<file path="config.mk">
export PLATFORM = sky130hd
export DESIGN_NAME = mips_multicycle_ctrl_flat
export DESIGN_NICKNAME = d
export VERILOG_FILES = /design/src/rtl/mips_multicycle_ctrl_if.sv /design/src/rtl/mips_multicycle_ctrl.sv /design/src/flat_wrapper.sv
export SDC_FILE = /design/constraint.sdc
export NUM_CORES = 1
export LEC_CHECK = 0
export CAP_MARGIN = 20
export CORE_AREA = 2 2 64 90
export DETAILED_ROUTE_END_ITERATION = 10
export DIE_AREA = 0 0 66 92
export GPL_TIMING_DRIVEN = 0
export PLACE_DENSITY = 0.72
export SYNTH_ARGS = -nofsm -noshare
export SYNTH_HDL_FRONTEND = slang
export SYNTH_SLANG_ARGS = --single-unit
</file>
<file path="constraint.sdc">
create_clock -name clk -period 2.7 [get_ports clk]
set_input_delay 0.54 -clock clk [delete_from_list [all_inputs] [get_ports clk]]
set_output_delay 0.54 -clock clk [all_outputs]
set_load 0.02 [all_outputs]
</file>
<file path="src/rtl/mips_multicycle_ctrl_if.sv">
// rtl/mips_multicycle_ctrl_if.sv - control/datapath bundle for the multicycle MIPS controller
interface mips_multicycle_ctrl_if #(
    parameter int COUNT_W = 16
);
    logic               instr_valid;
    logic               instr_ready;
    logic [5:0]         opcode;
    logic [5:0]         funct;
    logic               alu_zero;
    logic               mem_ready;
    logic               ir_write;
    logic               pc_write;
    logic [1:0]         pc_src;
    logic [2:0]         alu_ctrl;
    logic               alu_src_b;
    logic               reg_write;
    logic [1:0]         reg_dst;
    logic [1:0]         mem_to_reg;
    logic               mem_read;
    logic               mem_write;
    logic [2:0]         state;
    logic [COUNT_W-1:0] retired;
    logic               trap;
    logic [1:0]         trap_cause;

    modport master (
        input  instr_valid, opcode, funct, alu_zero, mem_ready,
        output instr_ready, ir_write, pc_write, pc_src, alu_ctrl, alu_src_b,
               reg_write, reg_dst, mem_to_reg, mem_read, mem_write,
               state, retired, trap, trap_cause
    );

    modport slave (
        output instr_valid, opcode, funct, alu_zero, mem_ready,
        input  instr_ready, ir_write, pc_write, pc_src, alu_ctrl, alu_src_b,
               reg_write, reg_dst, mem_to_reg, mem_read, mem_write,
               state, retired, trap, trap_cause
    );
endinterface

</file>
<file path="src/rtl/mips_multicycle_ctrl.sv">
// rtl/mips_multicycle_ctrl.sv - multicycle MIPS control FSM with retire counter and trap
module mips_multicycle_ctrl #(
    parameter int MEM_TIMEOUT = 15,
    parameter int COUNT_W     = 16
) (
    input  logic                  clk,
    input  logic                  reset,
    mips_multicycle_ctrl_if.master bus
);
    typedef enum logic [2:0] {
        S_IDLE   = 3'd0,
        S_FETCH  = 3'd1,
        S_DECODE = 3'd2,
        S_EXEC   = 3'd3,
        S_MEM    = 3'd4,
        S_WB     = 3'd5,
        S_TRAP   = 3'd6
    } state_t;

    localparam logic [5:0] OP_R    = 6'b000000;
    localparam logic [5:0] OP_LW   = 6'b100011;
    localparam logic [5:0] OP_SW   = 6'b101011;
    localparam logic [5:0] OP_BEQ  = 6'b000100;
    localparam logic [5:0] OP_J    = 6'b000010;
    localparam logic [5:0] OP_JAL  = 6'b000011;
    localparam logic [5:0] OP_ADDI = 6'b001000;
    localparam logic [5:0] FN_ADD  = 6'b100000;
    localparam logic [5:0] FN_SUB  = 6'b100010;
    localparam logic [5:0] FN_AND  = 6'b100100;
    localparam logic [5:0] FN_OR   = 6'b100101;
    localparam logic [5:0] FN_SLT  = 6'b101010;
    localparam logic [5:0] FN_JR   = 6'b001000;
    localparam logic [7:0] TMO_LAST = 8'(MEM_TIMEOUT - 1);

    state_t             state_q, state_d;
    logic [5:0]         op_q, fn_q;
    logic [7:0]         tmo_q;
    logic [COUNT_W-1:0] ret_q;
    logic               trap_q;
    logic [1:0]         cause_q, cause_d;
    logic               retire;

    logic       instr_ready, ir_write, pc_write, alu_src_b, reg_write, mem_read, mem_write;
    logic [1:0] pc_src, reg_dst, mem_to_reg;
    logic [2:0] alu_ctrl;

    function automatic logic is_legal(input logic [5:0] op, input logic [5:0] fn);
        if (op == OP_R)
            return (fn == FN_ADD) || (fn == FN_SUB) || (fn == FN_AND) ||
                   (fn == FN_OR)  || (fn == FN_SLT) || (fn == FN_JR);
        return (op == OP_LW) || (op == OP_SW) || (op == OP_BEQ) ||
               (op == OP_J)  || (op == OP_JAL) || (op == OP_ADDI);
    endfunction

    always_ff @(posedge clk) begin
        if (reset) begin
            state_q <= S_IDLE;
            op_q    <= 6'd0;
            fn_q    <= 6'd0;
            tmo_q   <= 8'd0;
            ret_q   <= '0;
            trap_q  <= 1'b0;
            cause_q <= 2'd0;
        end else begin
            state_q <= state_d;
            cause_q <= cause_d;
            trap_q  <= (state_d == S_TRAP);
            if (state_q == S_DECODE) begin
                op_q <= bus.opcode;
                fn_q <= bus.funct;
            end
            // Cleared whenever outside MEM, so each MEM visit starts counting from zero.
            tmo_q <= (state_q == S_MEM) ? tmo_q + 8'd1 : 8'd0;
            if (retire)
                ret_q <= ret_q + COUNT_W'(1);
        end
    end

    always_comb begin
        state_d     = state_q;
        cause_d     = cause_q;
        retire      = 1'b0;
        instr_ready = 1'b0;
        ir_write    = 1'b0;
        pc_write    = 1'b0;
        pc_src      = 2'd0;
        alu_ctrl    = 3'b000;
        alu_src_b   = 1'b0;
        reg_write   = 1'b0;
        reg_dst     = 2'd0;
        mem_to_reg  = 2'd0;
        mem_read    = 1'b0;
        mem_write   = 1'b0;

        case (state_q)
            S_IDLE: state_d = S_FETCH;
            S_FETCH: begin
                instr_ready = 1'b1;
                if (bus.instr_valid) begin
                    ir_write = 1'b1;
                    pc_write = 1'b1;
                    state_d  = S_DECODE;
                end
            end
            S_DECODE: begin
                if (is_legal(bus.opcode, bus.funct)) begin
                    state_d = S_EXEC;
                end else begin
                    state_d = S_TRAP;
                    cause_d = 2'd1;
                end
            end
            S_EXEC: begin
                case (op_q)
                    OP_R: begin
                        if (fn_q == FN_JR) begin
                            pc_src   = 2'd3;
                            pc_write = 1'b1;
                            retire   = 1'b1;
                            state_d  = S_FETCH;
                        end else begin
                            case (fn_q)
                                FN_SUB:  alu_ctrl = 3'b110;
                                FN_AND:  alu_ctrl = 3'b000;
                                FN_OR:   alu_ctrl = 3'b001;
                                FN_SLT:  alu_ctrl = 3'b111;
                                default: alu_ctrl = 3'b010;
                            endcase
                            state_d = S_WB;
                        end
                    end
                    OP_ADDI, OP_LW, OP_SW: begin
                        alu_ctrl  = 3'b010;
                        alu_src_b = 1'b1;
                        state_d   = (op_q == OP_ADDI) ? S_WB : S_MEM;
                    end
                    OP_BEQ: begin
                        alu_ctrl = 3'b110;
                        pc_src   = 2'd1;
                        pc_write = bus.alu_zero;
                        retire   = 1'b1;
                        state_d  = S_FETCH;
                    end
                    OP_J, OP_JAL: begin
                        pc_src   = 2'd2;
                        pc_write = 1'b1;
                        if (op_q == OP_JAL) begin
                            reg_write  = 1'b1;
                            reg_dst    = 2'd2;
                            mem_to_reg = 2'd2;
                        end
                        retire  = 1'b1;
                        state_d = S_FETCH;
                    end
                    default: begin
                        state_d = S_TRAP;
                        cause_d = 2'd1;
                    end
                endcase
            end
            S_MEM: begin
                mem_read  = (op_q == OP_LW);
                mem_write = (op_q != OP_LW);
                if (bus.mem_ready) begin
                    if (op_q == OP_LW) begin
                        state_d = S_WB;
                    end else begin
                        retire  = 1'b1;
                        state_d = S_FETCH;
                    end
                end else if (tmo_q == TMO_LAST) begin
                    state_d = S_TRAP;
                    cause_d = 2'd2;
                end
            end
            S_WB: begin
                reg_write  = 1'b1;
                reg_dst    = (op_q == OP_R) ? 2'd1 : 2'd0;
                mem_to_reg = (op_q == OP_LW) ? 2'd1 : 2'd0;
                retire     = 1'b1;
                state_d    = S_FETCH;
            end
            default: state_d = S_TRAP;
        endcase

        // Reset is synchronous, so the state register still holds the old state this cycle.
        if (reset) begin
            instr_ready = 1'b0;
            ir_write    = 1'b0;
            pc_write    = 1'b0;
            pc_src      = 2'd0;
            alu_ctrl    = 3'b000;
            alu_src_b   = 1'b0;
            reg_write   = 1'b0;
            reg_dst     = 2'd0;
            mem_to_reg  = 2'd0;
            mem_read    = 1'b0;
            mem_write   = 1'b0;
        end
    end

    assign bus.instr_ready = instr_ready;
    assign bus.ir_write    = ir_write;
    assign bus.pc_write    = pc_write;
    assign bus.pc_src      = pc_src;
    assign bus.alu_ctrl    = alu_ctrl;
    assign bus.alu_src_b   = alu_src_b;
    assign bus.reg_write   = reg_write;
    assign bus.reg_dst     = reg_dst;
    assign bus.mem_to_reg  = mem_to_reg;
    assign bus.mem_read    = mem_read;
    assign bus.mem_write   = mem_write;
    assign bus.state       = state_q;
    assign bus.retired     = ret_q;
    assign bus.trap        = trap_q;
    assign bus.trap_cause  = cause_q;
endmodule

</file>
<file path="src/flat_wrapper.sv">
// flat-port wrapper written by rule: the top's interface ports become plain ports
module mips_multicycle_ctrl_flat 
#(
    parameter int MEM_TIMEOUT = 15,
    parameter int COUNT_W     = 16
)
  (clk, reset, bus_instr_valid, bus_opcode, bus_funct, bus_alu_zero, bus_mem_ready, bus_instr_ready, bus_ir_write, bus_pc_write, bus_pc_src, bus_alu_ctrl, bus_alu_src_b, bus_reg_write, bus_reg_dst, bus_mem_to_reg, bus_mem_read, bus_mem_write, bus_state, bus_retired, bus_trap, bus_trap_cause);
  mips_multicycle_ctrl_if #(.COUNT_W(COUNT_W)) bus_i ();
  input  logic clk;
  input  logic reset;
  input wire logic [$bits(bus_i.instr_valid)-1:0] bus_instr_valid;
  input wire logic [$bits(bus_i.opcode)-1:0] bus_opcode;
  input wire logic [$bits(bus_i.funct)-1:0] bus_funct;
  input wire logic [$bits(bus_i.alu_zero)-1:0] bus_alu_zero;
  input wire logic [$bits(bus_i.mem_ready)-1:0] bus_mem_ready;
  output wire logic [$bits(bus_i.instr_ready)-1:0] bus_instr_ready;
  output wire logic [$bits(bus_i.ir_write)-1:0] bus_ir_write;
  output wire logic [$bits(bus_i.pc_write)-1:0] bus_pc_write;
  output wire logic [$bits(bus_i.pc_src)-1:0] bus_pc_src;
  output wire logic [$bits(bus_i.alu_ctrl)-1:0] bus_alu_ctrl;
  output wire logic [$bits(bus_i.alu_src_b)-1:0] bus_alu_src_b;
  output wire logic [$bits(bus_i.reg_write)-1:0] bus_reg_write;
  output wire logic [$bits(bus_i.reg_dst)-1:0] bus_reg_dst;
  output wire logic [$bits(bus_i.mem_to_reg)-1:0] bus_mem_to_reg;
  output wire logic [$bits(bus_i.mem_read)-1:0] bus_mem_read;
  output wire logic [$bits(bus_i.mem_write)-1:0] bus_mem_write;
  output wire logic [$bits(bus_i.state)-1:0] bus_state;
  output wire logic [$bits(bus_i.retired)-1:0] bus_retired;
  output wire logic [$bits(bus_i.trap)-1:0] bus_trap;
  output wire logic [$bits(bus_i.trap_cause)-1:0] bus_trap_cause;
  assign bus_i.instr_valid = bus_instr_valid;
  assign bus_i.opcode = bus_opcode;
  assign bus_i.funct = bus_funct;
  assign bus_i.alu_zero = bus_alu_zero;
  assign bus_i.mem_ready = bus_mem_ready;
  assign bus_instr_ready = bus_i.instr_ready;
  assign bus_ir_write = bus_i.ir_write;
  assign bus_pc_write = bus_i.pc_write;
  assign bus_pc_src = bus_i.pc_src;
  assign bus_alu_ctrl = bus_i.alu_ctrl;
  assign bus_alu_src_b = bus_i.alu_src_b;
  assign bus_reg_write = bus_i.reg_write;
  assign bus_reg_dst = bus_i.reg_dst;
  assign bus_mem_to_reg = bus_i.mem_to_reg;
  assign bus_mem_read = bus_i.mem_read;
  assign bus_mem_write = bus_i.mem_write;
  assign bus_state = bus_i.state;
  assign bus_retired = bus_i.retired;
  assign bus_trap = bus_i.trap;
  assign bus_trap_cause = bus_i.trap_cause;
  mips_multicycle_ctrl #(.MEM_TIMEOUT(MEM_TIMEOUT), .COUNT_W(COUNT_W)) u_core (.clk(clk), .reset(reset), .bus(bus_i));
endmodule
</file>
==> results of run 1 <==
==> how the worst max path moves through the flow <==
stage,end,slack [ns]
detailed placement,bus_alu_ctrl[2],-0.16
floorplan,bus_pc_write,0.12
CTS,bus_alu_ctrl[2],-0.08
global placement,bus_alu_ctrl[2],-0.16
finish,bus_alu_ctrl[2],0.04
global route,bus_alu_ctrl[2],-0.03
==> stage by stage <==
step,worst slack [ns],hold WS (ns),setup TNS [ns],std cells,power (mW)
finish,0.0442,0.490,0,411,1.35
global route,-0.0296,0.519,-0.0332,411,1.42
detailed placement,-0.157,0.472,-0.182,403,0.862
CTS,-0.0768,0.489,-0.0768,409,1.35
global placement,-0.159,0.462,-0.192,403,0.860
floorplan,0.124,0.441,0,282,0.785
==> report_power, final <==
part           internal, mW  total (mW)  switching [mW]  leakage (nW)
registers             0.633       0.650          0.0169         0.340
clock network         0.277       0.490           0.213        0.0524
logic                0.0959       0.209           0.113         0.789
total                  1.01        1.35           0.343          1.18
==> what timing repair did <==
| item | in CTS | in global routing |
|---|---|---|
| cloned | 0 | 0 |
| pin swaps | 0 | 1 |
| gates resized for setup | 21 | 7 |
| endpoints found under the setup margin | 14 | 6 |
| hold buffers | 0 | 0 |
| buffers inserted | 0 | 2 |
==> cell families (layout without fill, tap and decap cells) <==
group                      after synthesis  after routing  share of synthesized area, %
and+or+nand+nor                        126            126                          28.6
adders and majority gates                3              3                          1.62
muxes                                   12             12                          5.19
xor gates and xnor gates                18             18                          6.81
buffers and inverters                   24             85                          4.86
AOI/OAI and AO/OA                       57             57                          16.6
DFF                                     42             42                          36.3
==> cell usage after synthesis, types with 3 or more instances <==
cell type   n
nor2_1     51
dfxtp_1    42
xor2_1     16
nand2_1    14
a21oi_1    13
o21ai_0    13
mux2i_1    12
clkbuf_1    9
nand2b_1    9
inv_1       8
nor3_1      7
and4_1      6
nand3_1     6
or4_1       5
a31oi_1     4
and2_1      4
nand4_1     4
nor2b_1     4
or3_1       4
a211oi_1    3
buf_2       3
ha_1        3
nor3b_1     3
nor4b_1     3
o2111ai_1   3
o31ai_1     3
==> registers in the layout (all words and copies together), names as in the netlist <==
register and flops:
u_core.bus.trap 1, u_core.bus.state 3, u_core.op_q 6, u_core.fn_q 6, u_core.bus.retired 16, u_core.tmo_q 8, u_core.bus.trap_cause 2
==> cell type report <==
| cell class | instances | area, um^2 |
|---|---|---|
| plain buffers | 14 | 78.8 |
| clock buffers | 7 | 76.3 |
| clock inverters | 1 | 30.0 |
| fillers | 518 | 2310 |
| inverters | 8 | 30.0 |
| multi-input cells | 216 | 1390 |
| flip-flops and latches | 42 | 842 |
| well taps | 68 | 85.1 |
| repair buffers | 55 | 529 |
==> per-layer routing <==
| layer | routed length, um | GRT usage (%) | up-vias |
|---|---|---|---|
| met2 | 2880 | 34.6 | 59 |
| met4 | 121 | 8.33 | 0 |
| met3 | 298 | 3.93 | 12 |
| met1 | 2420 | 21.9 | 1014 |
| met5 | 0 | 0 | - |
| li1 | - | - | 1121 |
==> run summary, run 1 <==
commonest non-fill, non-tap cell in the layout = nor2_1
count of flip-flops with a built-in enable after synthesis = 0
hold depth = 1
vias in the first global route = 2,071
global-route wire length before repair = 9.25 mm
share of Yosys cell area claimed by the top area cell type = 36.3%
GP Congestion = 0.905
row count = 32
Hold Crit Class = flip-flop to flip-flop
Critical Path Max Stage Delay = 0.51 ns
I/O pin count = 55
total gr overflow = 0
clk buf depth = 2
fin nets = 362
cell count along the critical path = 6
Final setup viols = 0
WL/cell = 13.9 um
RSZ-0062 raised after global routing = yes
Slew HR = 56.8%
Total GRT Usage = 19.4%
Critical path buffers and inverters = 2
Critical Path Start Type = flip-flop
hold path endpoint = u_core.tmo_q[0]
dpl cell area = 2930 um^2
Sink Count = 42
top_reg_cell synth = dfxtp_1
# port buffers = 53
CTS tree = yes
Post-Synthesis Cells = 282
layout cell share with drive strength beyond 1 = 9.04%
ys async rst share = 0%
fin. max-slew vios = 0
yosys warns = 0
Clock Root Buffer = clkbuf_8
Highest Clock Rate = 0.377 GHz
Final Core Density = 57.0%
critical path class = flip-flop to output port
via count = 2,206
Reg2Reg Depth = 8
pin count of the biggest net entering global routing = 13
Clock Skews = 0.00504 ns
DR iter-0 viols = 101
Crit Reg-Reg Startpoint = u_core.op_q[4]
minimum clock period = 2.66 ns
CP Data Required Time = 2.16 ns
Crit-path slowest cell = or4_1
max_cap viols = 0
die area = 6070 um^2
actual slew at the worst max-slew pin = 0.648 ns
clk_lat worst skew = 0.29 ns
core area = 5370 um^2
most frequent cells in the layout = nor2_1, dfxtp_1, clkdlybuf4s50_1, xor2_1
HPWL after detailed placement = 4.34 mm
hold_sp = u_core.tmo_q[0]
crit path max fanout = 9
Final Cycle Share = 98.4%
Die Y = 92 um
cells taking the most area after synthesis = dfxtp_1, nor2_1, xor2_1
status = complete, no violations
H-tree depth = 2
clock-pin slew on the worst setup and hold paths = 0.08 ns
Worst R2R End = u_core.bus.retired[1]
initial core utilization = 43.2%
R2R Setup Slk = 0.56 ns
crit path capture type = output port
drt total wl = 5.72 mm
CP cell instances = buf_6 -> nor4_4 -> nand2_2 -> or4_1 -> a21oi_1 -> buf_2
post-synth cell types = 50
register bit total from synthesis = 42
sequential cell area fraction in the yosys report = 36.3%
diode count = 0
pwr dens = 441 nW/um^2
Routed Antenna Nets = 0
Pre-Repair DR Iteration Count = 4
Mapped Nets = 302
family with the most delay on the worst path = simple AND/OR/NAND/NOR gates
Yosys top cell by area = dfxtp_1
number of buffers created by CTS = 5
Final Hold Viols = 0
initial antenna violation count = 0
synthesized area = 2320 um^2
Synth-to-Final Area Change = 32.0%
Via-to-Cell Ratio = 5.37
Crit. Startpoint = u_core.op_q[3]
# DRC = 0
Final Instance Area = 3060 um^2
Max VDD drop = 0.248 mV
critical path arrival = 2.12 ns
synthesized area per cell = 8.21 um^2
Die W = 66 um
Leakage = 1.18 nW
Power figures use the tool's default switching activity.
==> run 2: changes to the inputs <==
==> constraint.sdc (replaced) <==
create_clock -name clk -period 2.7 [get_ports clk]
set_input_delay 0.54 -clock clk [delete_from_list [all_inputs] [get_ports clk]]
set_output_delay 0.54 -clock clk [all_outputs]
set_load 0.1 [all_outputs]
==> run 2 against run 1 <==
Worst setup slack gained 0.039 ns. Register-to-register slack lost 0.02 ns. Via count grew 0.27%. Non-clock buffer count is the same. Critical path depth shrank 1. Wire length grew 1.4%. Clock power shrank 11%. Critical path type unchanged. Critical endpoint is now bus_ir_write.
==> run summary, run 2 (synthesized netlist as in run 1, its figures left out) <==
status = complete, no violations
CP Data Required Time = 2.16 ns
Crit Reg-Reg Startpoint = u_core.op_q[3]
Clock Root Buffer = clkbuf_8
Final Hold Viols = 0
initial core utilization = 43.2%
GP Congestion = 0.852
Finished Layout Cells = 411
I/O pin count = 55
initial antenna violation count = 0
pin count of the biggest net entering global routing = 14
# port buffers = 53
Via-to-Cell Ratio = 5.38
# DRC = 0
Inst Count DP = 403
Hold Crit Class = input port to flip-flop
Crit. Startpoint = u_core.bus.state[0]
crit path capture type = output port
drt total wl = 5.80 mm
total gr overflow = 0
commonest non-fill, non-tap cell in the layout = nor2_1
Clock Skews = 0.00717 ns
Total GRT Usage = 20.0%
clk buf depth = 2
global-route wire length before repair = 9.76 mm
fin. max-slew vios = 0
Die Y = 92 um
dpl ws = -0.776 ns
core area = 5370 um^2
Pre-Repair DR Iteration Count = 4
critical path class = flip-flop to output port
R2R Setup Slk = 0.54 ns
number of buffers created by CTS = 5
actual slew at the worst max-slew pin = 0.973 ns
crit path max fanout = 10
hold depth = 2
pwr dens = 436 nW/um^2
Highest Clock Rate = 0.382 GHz
critical path arrival = 2.08 ns
RSZ-0062 raised after global routing = no
Max VDD drop = 0.371 mV
Sink Count = 42
minimum clock period = 2.62 ns
CTS tree = yes
vias in the first global route = 2,168
Worst R2R End = u_core.bus.retired[15]
diode count = 0
final setup margin = 0.0834 ns
layout cell share with drive strength beyond 1 = 18.1%
row count = 32
hold slack = 0.478 ns
Die W = 66 um
DR iter-0 viols = 60
WL/cell = 14.1 um
Final setup viols = 0
Overall Power = 1.38 mW
HPWL after detailed placement = 4.37 mm
via count = 2,212
Final Cycle Share = 96.9%
max reg flops = 16
Routed Antenna Nets = 0
Critical Path Sink = bus_ir_write
H-tree depth = 2
Critical Path Start Type = flip-flop
Leakage = 1.17 nW
Slew HR = 34.9%
die area = 6070 um^2
clock-pin slew on the worst setup and hold paths = 0.08 ns
Synth-to-Final Area Change = 36.4%
clk_lat worst skew = 0.30 ns
Reg2Reg Depth = 8
most frequent cells in the layout = nor2_1, dfxtp_1, clkdlybuf4s50_1, xor2_1
fin nets = 362
max_cap viols = 0
==> run 2: cell types whose count changed in the layout (fill, tap and decap cells not counted), sizes merged <==
cell / before / now
dlymetal6s2s: 2 / 0
clkdlybuf4s15: 0 / 3
dlygate4sd2: 9 / 2
bufinv: 1 / 0
clkdlybuf4s50: 40 / 37
inv: 8 / 9
buf: 10 / 19
==> run 2: worst max-delay path, stage by stage (launching register included) <==
cell and delay (ns):
dfxtp_4 0.38, buf_6 0.15, nand2_4 0.08, nor3_4 0.16
and2_4 0.16, dlygate4sd2_1 0.85
==> run 2: layout make-up <==
class                   count  area, um^2
fillers                   514        2210
multi-input cells         216        1480
flip-flops and latches     42         850
repair buffers             55         527
plain buffers              14        92.6
clock buffers               7        86.3
well taps                  68        85.1
inverters                   8        32.5
clock inverters             1        8.76
==> run 2: per-layer routing <==
layer | global-route usage, % | wire [um]
met1 | 23.9 | 2510
met2 | 35.1 | 2970
met3 | 3.93 | 236
met4 | 6.80 | 86
met5 | 0 | 0
==> run 2: through the flow <==
step           cell area (um^2)  util, %  TNS (ns)
6_report                   3160     58.9         0
4_1_cts                    3150     58.8   -0.0862
3_3_place_gp               3060     57.0     -5.67
5_1_grt                    3160     58.9         0
3_5_place_dp               3060     57.0     -5.68
2_1_floorplan              2440        -    -0.310
==> run 2: worst min path at each step <==
stage | end | slack [ns] | from
floorplan | u_core.tmo_q[0] | 0.44 | u_core.tmo_q[0]
global placement | u_core.tmo_q[0] | 0.46 | u_core.tmo_q[0]
detailed placement | u_core.tmo_q[0] | 0.47 | u_core.tmo_q[0]
CTS | u_core.bus.trap_cause[1] | 0.48 | reset
global route | u_core.bus.trap_cause[1] | 0.48 | reset
finish | u_core.bus.trap_cause[1] | 0.48 | reset
==> run 2: power breakdown <==
| part | switching, mW | internal, mW | leakage (nW) |
|---|---|---|---|
| registers | 0.0202 | 0.633 | 0.341 |
| logic | 0.187 | 0.102 | 0.777 |
| clock network | 0.224 | 0.211 | 0.0489 |
| total | 0.431 | 0.947 | 1.17 |
==> run 2: timing repair <==
| item | CTS | global route |
|---|---|---|
| buffers inserted | 0 | 2 |
| hold buffers | 0 | 0 |
| pin swaps | 0 | 5 |
| gates resized for setup | 68 | 13 |
| setup endpoints to repair | 16 | 9 |
